[src/rtl/fft_pkg.sv]
// Shared FFT definitions.
//   LOG2N/N/PAIR_W/DATA_W : transform geometry and sample width
//   MEM1A..MEM2B          : bit positions inside the 4-bit memory read-enable bus
//   unl_state_t           : result-unloader FSM states
//   bitrev10()            : 10-bit bit reversal (beat index -> frequency bin)
package fft_pkg;

  localparam int unsigned LOG2N  = 10;
  localparam int unsigned N      = 1 << LOG2N;
  localparam int unsigned PAIR_W = LOG2N - 1;
  localparam int unsigned DATA_W = 32;

  localparam int unsigned MEM1A = 0;
  localparam int unsigned MEM1B = 1;
  localparam int unsigned MEM2A = 2;
  localparam int unsigned MEM2B = 3;

  typedef enum logic [2:0] {
    UNL_IDLE,
    UNL_FILL,
    UNL_WAIT,
    UNL_RUN,
    UNL_DONE
  } unl_state_t;

  function automatic logic [9:0] bitrev10(input logic [9:0] v);
    logic [9:0] r;
    r = '0;
    for (int unsigned i = 0; i < 10; i++) begin
      r[i] = v[9 - i];
    end
    return r;
  endfunction

endpackage

[src/rtl/fft_result_unloader.sv]
// Streams the final FFT results out of the ping-pong sample memories.
// Pair p sits at address p; its top is in sub-bank a for even p, sub-bank b
// for odd p. One complex sample per cycle leaves on a valid/ready stream,
// tagged with its bit-reversed beat index (frequency bin).
//
// Ports:
//   i_clk, i_rst            clock, asynchronous active-high reset
//   i_start, i_sel_mem1     frame start pulse; result set select (1 = mem1)
//   o_rd_en[3:0]            read enables {mem2b, mem2a, mem1b, mem1a}
//   o_rd_addr               pair address shared by both sub-banks
//   i_rd_data_a/_b          sub-bank read data, one-cycle latency
//   o_valid/i_ready/o_data  output stream
//   o_tag, o_last           frequency bin, final-beat marker
//   o_busy, o_done          frame in progress, end-of-frame pulse
module fft_result_unloader
  import fft_pkg::*;
#(
  parameter int unsigned DATA_W = 32,
  parameter int unsigned LOG2N  = 10
) (
  input  logic              i_clk,
  input  logic              i_rst,
  input  logic              i_start,
  input  logic              i_sel_mem1,
  output logic [3:0]        o_rd_en,
  output logic [LOG2N-2:0]  o_rd_addr,
  input  logic [DATA_W-1:0] i_rd_data_a,
  input  logic [DATA_W-1:0] i_rd_data_b,
  output logic              o_valid,
  input  logic              i_ready,
  output logic [DATA_W-1:0] o_data,
  output logic [LOG2N-1:0]  o_tag,
  output logic              o_last,
  output logic              o_busy,
  output logic              o_done
);

  unl_state_t        state_q, state_d;
  logic              sel_q;
  logic [LOG2N-1:0]  beat_q;
  logic [DATA_W-1:0] pre_top_q, pre_bot_q, hold_q;
  logic              pre_vld_q;
  logic              cap_q, cap_odd_q;

  logic              rd_issue;
  logic [LOG2N-2:0]  rd_addr;
  logic              top_beat, last_beat, accept;

  always_ff @(posedge i_clk or posedge i_rst) begin
    if (i_rst) state_q <= UNL_IDLE;
    else       state_q <= state_d;
  end

  always_comb begin
    state_d   = state_q;
    rd_issue  = 1'b0;
    rd_addr   = '0;
    o_valid   = 1'b0;
    accept    = 1'b0;
    top_beat  = ~beat_q[0];
    last_beat = &beat_q;
    case (state_q)
      UNL_IDLE: if (i_start) state_d = UNL_FILL;
      UNL_FILL: begin
        rd_issue = 1'b1;
        state_d  = UNL_WAIT;
      end
      UNL_WAIT: state_d = UNL_RUN;
      UNL_RUN: begin
        // Top beats come from the prefetch buffer and must wait for it;
        // bottom beats come from hold_q, which is always loaded by then.
        o_valid = top_beat ? pre_vld_q : 1'b1;
        accept  = o_valid & i_ready;
        if (accept) begin
          // Accepting a top frees pre_q, so the next pair can be fetched now.
          if (top_beat && (beat_q[LOG2N-1:1] != '1)) begin
            rd_issue = 1'b1;
            rd_addr  = beat_q[LOG2N-1:1] + 1'b1;
          end
          if (last_beat) state_d = UNL_DONE;
        end
      end
      UNL_DONE: state_d = UNL_IDLE;
      default:  state_d = UNL_IDLE;
    endcase
  end

  always_comb begin
    o_rd_en = '0;
    if (rd_issue) begin
      if (sel_q) begin
        o_rd_en[MEM1A] = 1'b1;
        o_rd_en[MEM1B] = 1'b1;
      end else begin
        o_rd_en[MEM2A] = 1'b1;
        o_rd_en[MEM2B] = 1'b1;
      end
    end
    o_rd_addr = rd_addr;
    o_data    = o_valid ? (top_beat ? pre_top_q : hold_q) : '0;
    o_tag     = o_valid ? bitrev10(beat_q) : '0;
    o_last    = o_valid & last_beat;
    o_busy    = (state_q == UNL_FILL) || (state_q == UNL_WAIT) || (state_q == UNL_RUN);
    o_done    = (state_q == UNL_DONE);
  end

  always_ff @(posedge i_clk or posedge i_rst) begin
    if (i_rst) begin
      sel_q     <= 1'b0;
      beat_q    <= '0;
      pre_top_q <= '0;
      pre_bot_q <= '0;
      hold_q    <= '0;
      pre_vld_q <= 1'b0;
      cap_q     <= 1'b0;
      cap_odd_q <= 1'b0;
    end else begin
      if ((state_q == UNL_IDLE) && i_start) begin
        sel_q  <= i_sel_mem1;
        beat_q <= '0;
      end
      cap_q     <= rd_issue;
      cap_odd_q <= rd_addr[0];
      if (accept) begin
        if (!last_beat) beat_q <= beat_q + 1'b1;
        if (top_beat) begin
          hold_q    <= pre_bot_q;
          pre_vld_q <= 1'b0;
        end
      end
      // Capture never coincides with a top accept: a top needs pre_vld_q,
      // which is only set by this capture.
      if (cap_q) begin
        pre_top_q <= cap_odd_q ? i_rd_data_b : i_rd_data_a;
        pre_bot_q <= cap_odd_q ? i_rd_data_a : i_rd_data_b;
        pre_vld_q <= 1'b1;
      end
    end
  end

endmodule

[config.mk]
export PLATFORM = sky130hd
export DESIGN_NAME = fft_result_unloader
export DESIGN_NICKNAME = d
export VERILOG_FILES = /design/src/rtl/fft_pkg.sv /design/src/rtl/fft_result_unloader.sv
export SDC_FILE = /design/constraint.sdc
export NUM_CORES = 1
export LEC_CHECK = 0
export CORE_MARGIN = 2
export CORE_UTILIZATION = 51
export CTS_CLUSTER_SIZE = 20
export DETAILED_ROUTE_END_ITERATION = 6
export GPL_TIMING_DRIVEN = 0
export PLACE_DENSITY_LB_ADDON = 0.2
export SETUP_SLACK_MARGIN = 0.5
export SYNTH_ARGS = -nofsm -noshare
export SYNTH_HDL_FRONTEND = slang
export SYNTH_SLANG_ARGS = --single-unit
[constraint.sdc]
create_clock -name i_clk -period 4.76 [get_ports i_clk]
set_clock_uncertainty 0.15 [all_clocks]
set_input_delay 0.952 -clock i_clk [delete_from_list [all_inputs] [get_ports i_clk]]
set_output_delay 0.952 -clock i_clk [all_outputs]
set_load 0.01 [all_outputs]
==> metrics.csv <==
metric,value,unit
setup_tns,0,ns
cap_violations,0,
clockBufferDepth,2,
status,"complete, no violations",
rsz0062_at_grt,yes,
grt_max_degree,72,
die-area,12040,um2
grt_pass1_vias,4806,
antenna_cells,0,
worstPathRequired,3.66,ns
p_total,5.257,mW
cpPeakStageDelay,0.56,ns
yosys.area.top_type,dfrtp_1,
ys.flop_type,dfrtp_1,
place.gp.congestion,0.8139,
cts_tree,yes,
slew_violations,0,
leakage,3.175,nW
cts_setup_buffers,0,
relSlewSlack,0.4153,
syn_area,5703,um2
finalCritPeriodShare,0.8642,
synth_nets,624,
worstRegToRegCells,7,
cts_buffers,17,
antenna_found_initial,0,
wl_per_cell,16.96,um
setup_violations,0,
worstSetupStartpointType,primary input,
slowest_stage,clkdlybuf4s50_1,
clk_latency,0.50,ns
dr_total_vias,4651,
die_height,109.7,um
viasPerCell,5.459,
initial_core_util,0.5238,
synth_commonest_cells,"nor2_1 (117), dfrtp_1 (113), mux2i_1 (99)",
dr.pass1.iters,5,
gr-usage-all-layers,0.2543,
avgSynthCellArea,10.33,um2
synth_edf_count,0,
ios,128,
drt_wl_total,14450,um
placedCellCount,820,
hold_class,reg2reg,
crit_top_cell,clkdlybuf4s50_1,
ys_ff_latch,113,
chipWidth,109.7,um
post-route-util,0.7150,
drive_above_1_share,0.1306,
cts_root_buf,clkbuf_8,
crit_chain,"clkdlybuf4s50_1, nand2_1, nor3_4, nand2b_1, nor2_1, clkdlybuf4s50_1",
path_depth,6,
hold_viol_final,0,
fin_cells,852,
path_max_fanout,7,
num_rows,38,
areaGrowthSynthToFinish,36.51,%
dp_hpwl,9834,um
fin_area,7785,um2
critical_path.n_buffers_inverters,2,
cts_max_level,4,
synthCells,552,
holdWs,0.3568,ns
p_per_area,675.2,nW/um2
overflow,0,
coreArea,10890,um2
yosysWarnings,0,
postRouteAntennaNets,0,
synth_top_area_frac,0.4958,
place_area,7172,um2
setup_slack,0.6464,ns
clock-sinks,113,
ys_types,41,
min_path_cells,1,
max_freq,243.1,MHz
dp_slack,0.5598,ns
crit_arrival,3.01,ns
crit_type,in2out,
vdd_ir_drop_max,0.3684,mV
first_iter_violations,241,
port-buffer-count,127,
end_kind,output pin,
final_nets,771,
grt_pass1_wl,23380,um
cts.clk_slew.worst_paths,0.05,ns
synth_area_leaders,"dfrtp_1 (50%), mux2i_1 (17%), nor2_1 (7.7%)",
fin_crit,4.114,ns
drc,0,
synthArstFlopShare,1.000,
seq_area_frac_synth,0.4958,
worst_pin_slew,0.8771,ns
synth.most_common_cell,nor2_1,
critical-path-top-delay-family,buffers and inverters,
## cell usage in the layout (no fill, tap or decap), types with 6 or more instances in the layout
cell,Yosys,layout
and2_1,11,11
nor2_1,117,117
clkbuf_1,12,13
buf_2,13,13
nand3_1,8,8
mux2_2,32,32
buf_4,7,7
clkinvlp_4,0,6
nand2_1,13,13
clkbuf_16,0,16
clkdlybuf4s50_1,0,127
a21oi_1,70,70
mux2i_1,99,99
dfrtp_1,113,113
## worst paths after layout
| check | from | to | slack [ns] |
|---|---|---|---|
| hold reg to reg | hold_q[25] | hold_q[25] | 0.36 |
| min in group asynchronous | i_rst | pre_top_q[17] | 0.84 |
| max in group asynchronous | i_rst | pre_top_q[30] | 2.88 |
| hold / removal | hold_q[25] | hold_q[25] | 0.36 |
| setup reg to reg | beat_q[2] | cap_q | 2.66 |
| setup / recovery | i_ready | o_rd_addr[0] | 0.65 |
## final cells by class
type	instances	area, um2
Clock buffer	19	431.7
Timing Repair Buffer	128	1291
Inverter	6	25.02
Multi-Input combinational cell	395	2685
Buffer	38	186.4
Sequential cell	113	2828
Fill cell	805	3103
Tap cell	140	175.2
Clock inverter	13	162.7
## repair_timing
item / in CTS / in global routing
endpoints found under the setup margin: 4 / 11
hold buffers: 0 / 0
pin swaps: 0 / 2
resized for setup: 1 / 2
## metal layers
| metal | wire length [um] | track usage |
|---|---|---|
| met5 | 0 | 0 |
| met2 | 7268 | 0.4392 |
| met4 | 166 | 0.07595 |
| met3 | 819 | 0.05691 |
| met1 | 6198 | 0.3195 |
## where the power goes
part	switching, mW	internal [mW]
Combinational	1.17	1.18
Sequential	0.247	1.40
Clock	0.451	0.809
Total	1.87	3.39
## state kept, by name, summed over array words and instances (netlist names)
signal     count
pre_top_q     32
beat_q        10
state_q        3
sel_q          1
pre_vld_q      1
pre_bot_q     32
cap_q          1
cap_odd_q      1
hold_q        32
## cells by family after synthesis
kind of cell	Yosys count	share of synthesized area
simple gates	170	0.1360
flops	113	0.4958
mux	131	0.2369
fa+ha+maj	3	0.006583
buf+inv	44	0.03664
xor+xnor	6	0.009214
compound gates	85	0.07876
(Power assumes the default switching activity.)
